--- config.mk ---
export PLATFORM = sky130hd
export DESIGN_NAME = seg_mux_display
export DESIGN_NICKNAME = d
export VERILOG_FILES = /design/src/rtl/seg_pkg.sv /design/src/rtl/seg_mux_display_tick_gen.sv /design/src/rtl/seg_mux_display.sv
export SDC_FILE = /design/constraint.sdc
export NUM_CORES = 1
export LEC_CHECK = 0
export CAP_MARGIN = 30
export CORE_MARGIN = 2
export CORE_UTILIZATION = 54
export CTS_BUF_LIST = sky130_fd_sc_hd__clkbuf_16
export DETAILED_ROUTE_END_ITERATION = 12
export DONT_BUFFER_PORTS = 1
export PLACE_DENSITY = 0.77
export RECOVER_POWER = 100
export SYNTH_ARGS = -nofsm -noshare
export SYNTH_HDL_FRONTEND = slang
export SYNTH_SLANG_ARGS = --single-unit
export TNS_END_PERCENT = 100
--- constraint.sdc ---
create_clock -name clk -period 6.3 [get_ports clk]
set_clock_uncertainty 0.1 [all_clocks]
set_input_delay 0.945 -clock clk [delete_from_list [all_inputs] [get_ports clk]]
set_output_delay 0.945 -clock clk [all_outputs]
set_load 0.01 [all_outputs]
--- src/rtl/seg_pkg.sv ---
// seg_pkg: shared 7-segment width, off pattern and hex decoder
package seg_pkg;
   localparam int SEG_W = 7;
   typedef logic [SEG_W-1:0] seg_t;
   localparam seg_t SEG_BLANK = '0;
   // rows read A..G left to right, so bit 6 of each row is segment A
   localparam seg_t HEX_AG [16] = '{
      7'b1111110, 7'b0110000, 7'b1101101, 7'b1111001,
      7'b0110011, 7'b1011011, 7'b1011111, 7'b1110000,
      7'b1111111, 7'b1111011, 7'b1110111, 7'b0011111,
      7'b1001110, 7'b0111101, 7'b1001111, 7'b1000111
   };
   function automatic seg_t hex_to_seg(input logic [3:0] nib);
      seg_t row;
      seg_t s;
      row = HEX_AG[nib];
      for (int i = 0; i < SEG_W; i++) s[i] = row[SEG_W-1-i];
      return s;
   endfunction
endpackage

--- src/rtl/seg_mux_display_tick_gen.sv ---
// tick_gen: modulo-DIV counter with a one-cycle tick on its last count
module tick_gen #(
   parameter int DIV = 2,
   localparam int W = (DIV > 1) ? $clog2(DIV) : 1
) (
   input  logic         clk,
   input  logic         reset_n,
   output logic [W-1:0] cnt,
   output logic         tick
);
   logic [W-1:0] cnt_q, cnt_d;
   always_comb begin
      tick  = cnt_q == W'(DIV - 1);
      cnt_d = tick ? '0 : cnt_q + W'(1);
   end
   always_ff @(posedge clk) begin
      if (!reset_n) cnt_q <= '0;
      else cnt_q <= cnt_d;
   end
   assign cnt = cnt_q;
endmodule

--- src/rtl/seg_mux_display.sv ---
// seg_mux_display: time-multiplexed hex display driver with blanking, blinking and guard time
module seg_mux_display
   import seg_pkg::*;
#(
   parameter int NUM_DIGITS   = 2,
   parameter int CLK_HZ       = 48_000_000,
   parameter int REFRESH_HZ   = 1000,
   parameter int GUARD_CYC    = 16,
   parameter int BLINK_HZ_X10 = 24,
   parameter bit SEG_ACT_LOW  = 1'b1,
   parameter bit DIG_ACT_LOW  = 1'b1
) (
   input  logic                    clk,
   input  logic                    reset_n,
   input  logic                    load,
   input  logic [4*NUM_DIGITS-1:0] value,
   input  logic [NUM_DIGITS-1:0]   blank,
   input  logic [NUM_DIGITS-1:0]   blink_en,
   output logic [SEG_W-1:0]        seg,
   output logic [NUM_DIGITS-1:0]   dig_en,
   output logic                    blink_led
);
   localparam int DWELL = CLK_HZ / (REFRESH_HZ * NUM_DIGITS);
   localparam int HALF  = CLK_HZ * 5 / BLINK_HZ_X10;
   localparam int DW    = (DWELL > 1) ? $clog2(DWELL) : 1;
   localparam int HW    = (HALF > 1) ? $clog2(HALF) : 1;
   localparam int IW    = (NUM_DIGITS > 1) ? $clog2(NUM_DIGITS) : 1;
   localparam int VW    = 4 * NUM_DIGITS;
   localparam logic [DW-1:0] GUARD = DW'(GUARD_CYC);
   localparam seg_t SEG_INV = {SEG_W{SEG_ACT_LOW}};
   localparam logic [NUM_DIGITS-1:0] DIG_INV = {NUM_DIGITS{DIG_ACT_LOW}};

   if (DWELL <= GUARD_CYC) begin : g_chk_guard
      $error("seg_mux_display: DWELL (%0d) must exceed GUARD_CYC (%0d)", DWELL, GUARD_CYC);
   end
   if (DWELL < 2) begin : g_chk_dwell
      $error("seg_mux_display: DWELL (%0d) must be at least 2", DWELL);
   end
   if (HALF < 1) begin : g_chk_half
      $error("seg_mux_display: HALF (%0d) must be at least 1", HALF);
   end
   if (NUM_DIGITS < 1 || NUM_DIGITS > 8) begin : g_chk_digits
      $error("seg_mux_display: NUM_DIGITS (%0d) must be 1..8", NUM_DIGITS);
   end

   logic [DW-1:0] dwell_cnt;
   logic [HW-1:0] blink_cnt_unused;
   logic          dwell_tick, blink_tick;

   tick_gen #(.DIV(DWELL)) u_dwell (
      .clk     (clk),
      .reset_n (reset_n),
      .cnt     (dwell_cnt),
      .tick    (dwell_tick)
   );

   tick_gen #(.DIV(HALF)) u_blink (
      .clk     (clk),
      .reset_n (reset_n),
      .cnt     (blink_cnt_unused),
      .tick    (blink_tick)
   );

   logic [VW-1:0]         pend_val_q, pend_val_d, sh_val_q, sh_val_d;
   logic [NUM_DIGITS-1:0] pend_blank_q, pend_blank_d, sh_blank_q, sh_blank_d;
   logic [NUM_DIGITS-1:0] pend_blink_q, pend_blink_d, sh_blink_q, sh_blink_d;
   logic [NUM_DIGITS-1:0] dig_q, dig_d;
   logic                  pend_q, pend_d, phase_q, phase_d;
   logic [IW-1:0]         idx_q, idx_d;
   seg_t                  seg_q, seg_d;
   logic                  frame_end, take, guard, dark;
   logic [3:0]            nib;

   always_comb begin
      frame_end    = dwell_tick && idx_q == IW'(NUM_DIGITS - 1);
      take         = load || pend_q;
      pend_val_d   = load ? value : pend_val_q;
      pend_blank_d = load ? blank : pend_blank_q;
      pend_blink_d = load ? blink_en : pend_blink_q;
      pend_d       = take && !frame_end;
      // a load landing on the boundary cycle goes straight into this frame
      sh_val_d     = (frame_end && take) ? pend_val_d : sh_val_q;
      sh_blank_d   = (frame_end && take) ? pend_blank_d : sh_blank_q;
      sh_blink_d   = (frame_end && take) ? pend_blink_d : sh_blink_q;
      idx_d        = !dwell_tick ? idx_q : frame_end ? '0 : idx_q + IW'(1);
      phase_d      = phase_q ^ blink_tick;
      nib          = sh_val_q[{idx_q, 2'b00} +: 4];
      guard        = dwell_cnt < GUARD;
      dark         = guard || sh_blank_q[idx_q] || (sh_blink_q[idx_q] && !phase_q);
      seg_d        = (dark ? SEG_BLANK : hex_to_seg(nib)) ^ SEG_INV;
      dig_d        = (guard ? '0 : NUM_DIGITS'(1) << idx_q) ^ DIG_INV;
   end

   always_ff @(posedge clk) begin
      if (!reset_n) begin
         pend_val_q   <= '0;
         pend_blank_q <= '0;
         pend_blink_q <= '0;
         pend_q       <= 1'b0;
         sh_val_q     <= '0;
         sh_blank_q   <= '0;
         sh_blink_q   <= '0;
         idx_q        <= '0;
         phase_q      <= 1'b0;
         seg_q        <= SEG_INV;
         dig_q        <= DIG_INV;
      end else begin
         pend_val_q   <= pend_val_d;
         pend_blank_q <= pend_blank_d;
         pend_blink_q <= pend_blink_d;
         pend_q       <= pend_d;
         sh_val_q     <= sh_val_d;
         sh_blank_q   <= sh_blank_d;
         sh_blink_q   <= sh_blink_d;
         idx_q        <= idx_d;
         phase_q      <= phase_d;
         seg_q        <= seg_d;
         dig_q        <= dig_d;
      end
   end

   assign seg       = seg_q;
   assign dig_en    = dig_q;
   assign blink_led = phase_q;
endmodule

==> impl_metrics.json <==
{
  "status": "finished, final reports clean",
  "drt_iter0_markers": 75,
  "fin_crit_sh": 0.465,
  "grt_pass1_vias": 2376,
  "antenna_found_initial": 0,
  "power_w": 0.00105,
  "syn_nets": 371,
  "path_cells": "ha_1, nand4_1, or4_1, o21ai_0, clkbuf_1, a21oi_1",
  "cts-resized-gates": 0,
  "wl_um": 6110,
  "port_buffers": 0,
  "num-fill-cells": 513,
  "synth.cell_area_um2": 3350,
  "ys_top_cells_by_area": "dfxtp_1 (45%), mux2i_1 (4.8%), mux2_4 (4.5%)",
  "die_w_um": 82.7,
  "via_per_inst": 5.67,
  "worstSetupPathType": "flip-flop to flip-flop",
  "die_area_um2": 6840,
  "ys_seq_area_frac": 0.449,
  "crit_required_ns": 6.37,
  "cts_made_buffers": 9,
  "drive_gt1_frac": 0.0650,
  "clk_latency_ns": 0.33,
  "hold_violations": 0,
  "globalRouteOverflowTotal": 0,
  "multi_input_area_um2": 1710,
  "clockRootBuffer": "clkbuf_16",
  "area_delta_synth_final_pct": 9.76,
  "crit_fanout": 19,
  "grt_usage": 0.204,
  "crit_path_max_incr_delay_ns": 0.70,
  "synth_flop_cell": "dfxtp_1",
  "vias": 2432,
  "drtAntennaViolNets": 0,
  "worst_pin_slew_ns": 0.859,
  "io_pins": 25,
  "dp_hpwl_um": 4120,
  "wl_per_cell_um": 14.2,
  "drv_cap": 0,
  "regArea_um2": 1500,
  "drtPass1Iterations": 4,
  "fin_crit_ns": 2.93,
  "ir_worst_vdd_uv": 182,
  "fin_nets": 372,
  "setup_ws_ns": 3.37,
  "setup_viol": 0,
  "yosysWarnings": 0,
  "synth.distinct_cells": 41,
  "cts_hold_repair.buffers": 0,
  "clkSinkCount": 75,
  "async_reset_ff_frac": 0,
  "postCtsSetupBuffers": 0,
  "n_antenna_cell": 0,
  "start_kind": "flip-flop",
  "synth-seq-cells": 75,
  "drv_slew": 0,
  "grt_pass1_wl_um": 10600,
  "synth_area_leader_cell": "dfxtp_1",
  "synthCells": 348,
  "grt_max_degree": 33,
  "cp_slowest_cell": "clkbuf_1",
  "clk_pin_slew_ns": 0.06,
  "worstHoldPathType": "flip-flop to flip-flop",
  "dp_slack_ns": 3.90,
  "initial_utilization": 0.562,
  "synth-edff-count": 0,
  "power.density_nw_per_um2": 287,
  "cp_data_arrival_time_ns": 3.00,
  "gp_congestion": 0.818,
  "rsz0062_at_grt": "false",
  "tns_ns": 0,
  "leakage_nw": 1.36,
  "max_freq_ghz": 0.342,
  "coreArea_um2": 5960,
  "die_h_um": 82.7,
  "max_slew_margin": 0.427,
  "clockBufferDepth": 2,
  "cts_tree": "built",
  "rows": 28,
  "yosysTopAreaCellShare": 0.449,
  "htreeDepth": 3,
  "drc_errors": 0,
  "synth.avg_cell_area_um2": 9.61,
  "cp-end-kind": "flip-flop"
}
## Yosys cell counts, drive strengths merged, types with 3 or more instances
cell type,number
nand4,11
o21ai,13
nand2,21
clkbuf,9
a21oi,14
inv,11
and2,16
nand3,11
or3,16
o221ai,4
and3,5
or4,11
dfxtp,75
mux2i,16
mux2,15
nor2b,12
nor2,30
nor4,4
xnor2,13
o31ai,3
xor2,12
ha,8
## path summary, 6_finish.rpt
kind	slack [ns]	end	start	cells after the start
setup / recovery	3.37	u_blink.cnt[17]$_SDFF_PP0_	u_blink.cnt[0]$_SDFF_PP0_	6
hold / removal	0.36	u_blink.cnt[0]$_SDFF_PP0_	u_blink.cnt[0]$_SDFF_PP0_	1
setup reg to reg	3.37	u_blink.cnt[17]$_SDFF_PP0_	u_blink.cnt[0]$_SDFF_PP0_	6
hold reg to reg	0.36	u_blink.cnt[0]$_SDFF_PP0_	u_blink.cnt[0]$_SDFF_PP0_	1
## metal layers
layer | GRT usage | wire length [µm] | part of all wire
met1 | 0.246 | 2880 | 0.47
met2 | 0.334 | 2850 | 0.47
met3 | 0.0620 | 246 | 0.040
met4 | 0.0918 | 133 | 0.022
met5 | 0 | 0 | 0
## report_power, final
group / switching [W] / internal (W) / leakage [nW] / total [W]
clock network: 0.000199 / 0.000349 / 0.156 / 0.000548
logic: 0.0000102 / 0.00000957 / 0.594 / 0.0000198
registers: 0.00000405 / 0.000483 / 0.608 / 0.000487
total: 0.000213 / 0.000841 / 1.36 / 0.00105
## state kept, by name (all words and copies together), names as in the netlist
| register | cells |
|---|---|
| dig_en | 2 |
| idx_q | 1 |
| seg | 7 |
| pend_q | 1 |
| sh_blink_q | 2 |
| u_blink.cnt | 24 |
| u_dwell.cnt | 15 |
| pend_val_q | 8 |
| blink_led | 1 |
| sh_val_q | 8 |
| pend_blank_q | 2 |
| sh_blank_q | 2 |
| pend_blink_q | 2 |
## kinds of logic (layout without fill, tap and decap cells)
kind of cell	after synthesis	in the layout	synth area share
mux	32	32	0.116
compound gates	39	39	0.0696
simple gates	147	147	0.243
flops	75	75	0.449
fa+ha+maj	8	8	0.0299
buf+inv	22	28	0.0269
xor+xnor	25	25	0.0654
## through the flow
stage | hold slack, ns | instances | cell area, µm² | util
after floorplan | 0.318 | 348 | 3350 | -
after CTS | 0.360 | 429 | 3720 | 0.625
after global placement | 0.331 | 413 | 3400 | 0.571
after global routing | 0.392 | 429 | 3670 | 0.617
after detailed placement | 0.348 | 413 | 3400 | 0.571
final | 0.356 | 429 | 3670 | 0.617
## cell usage in the layout, fill, tap and decap left out, drive strengths merged, types with 4 or more instances in the layout
| master | instances |
|---|---|
| inv | 13 |
| and2 | 16 |
| xor2 | 12 |
| mux2 | 15 |
| clkbuf | 10 |
| nor2b | 12 |
| o21ai | 13 |
| ha | 8 |
| or3 | 16 |
| and3 | 5 |
| nand3 | 11 |
| or4 | 11 |
| xnor2 | 13 |
| mux2i | 16 |
| o221ai | 4 |
| nor2 | 30 |
| dfxtp | 75 |
| nand2 | 21 |
| a21oi | 14 |
| nor4 | 4 |
| nand4 | 11 |
## critical path: cells and delay by family, from the launching register on
kind                       cells  cell delay [ns]
AOI/OAI and AO/OA              2             0.55
adders and majority gates      1             0.22
buffers and inverters          1             0.70
DFF                            1             0.35
and+or+nand+nor                2             0.83
## area by class of cell
class / instances / area share
sequential: 75 / 0.409
clock inverter: 7 / 0.0269
multi-input combinational: 251 / 0.465
clock buffer: 9 / 0.0613
timing repair buffer: 1 / 0.00102
inverter: 11 / 0.0112
tap: 75 / 0.0256
Power figures use the tool's default switching activity.
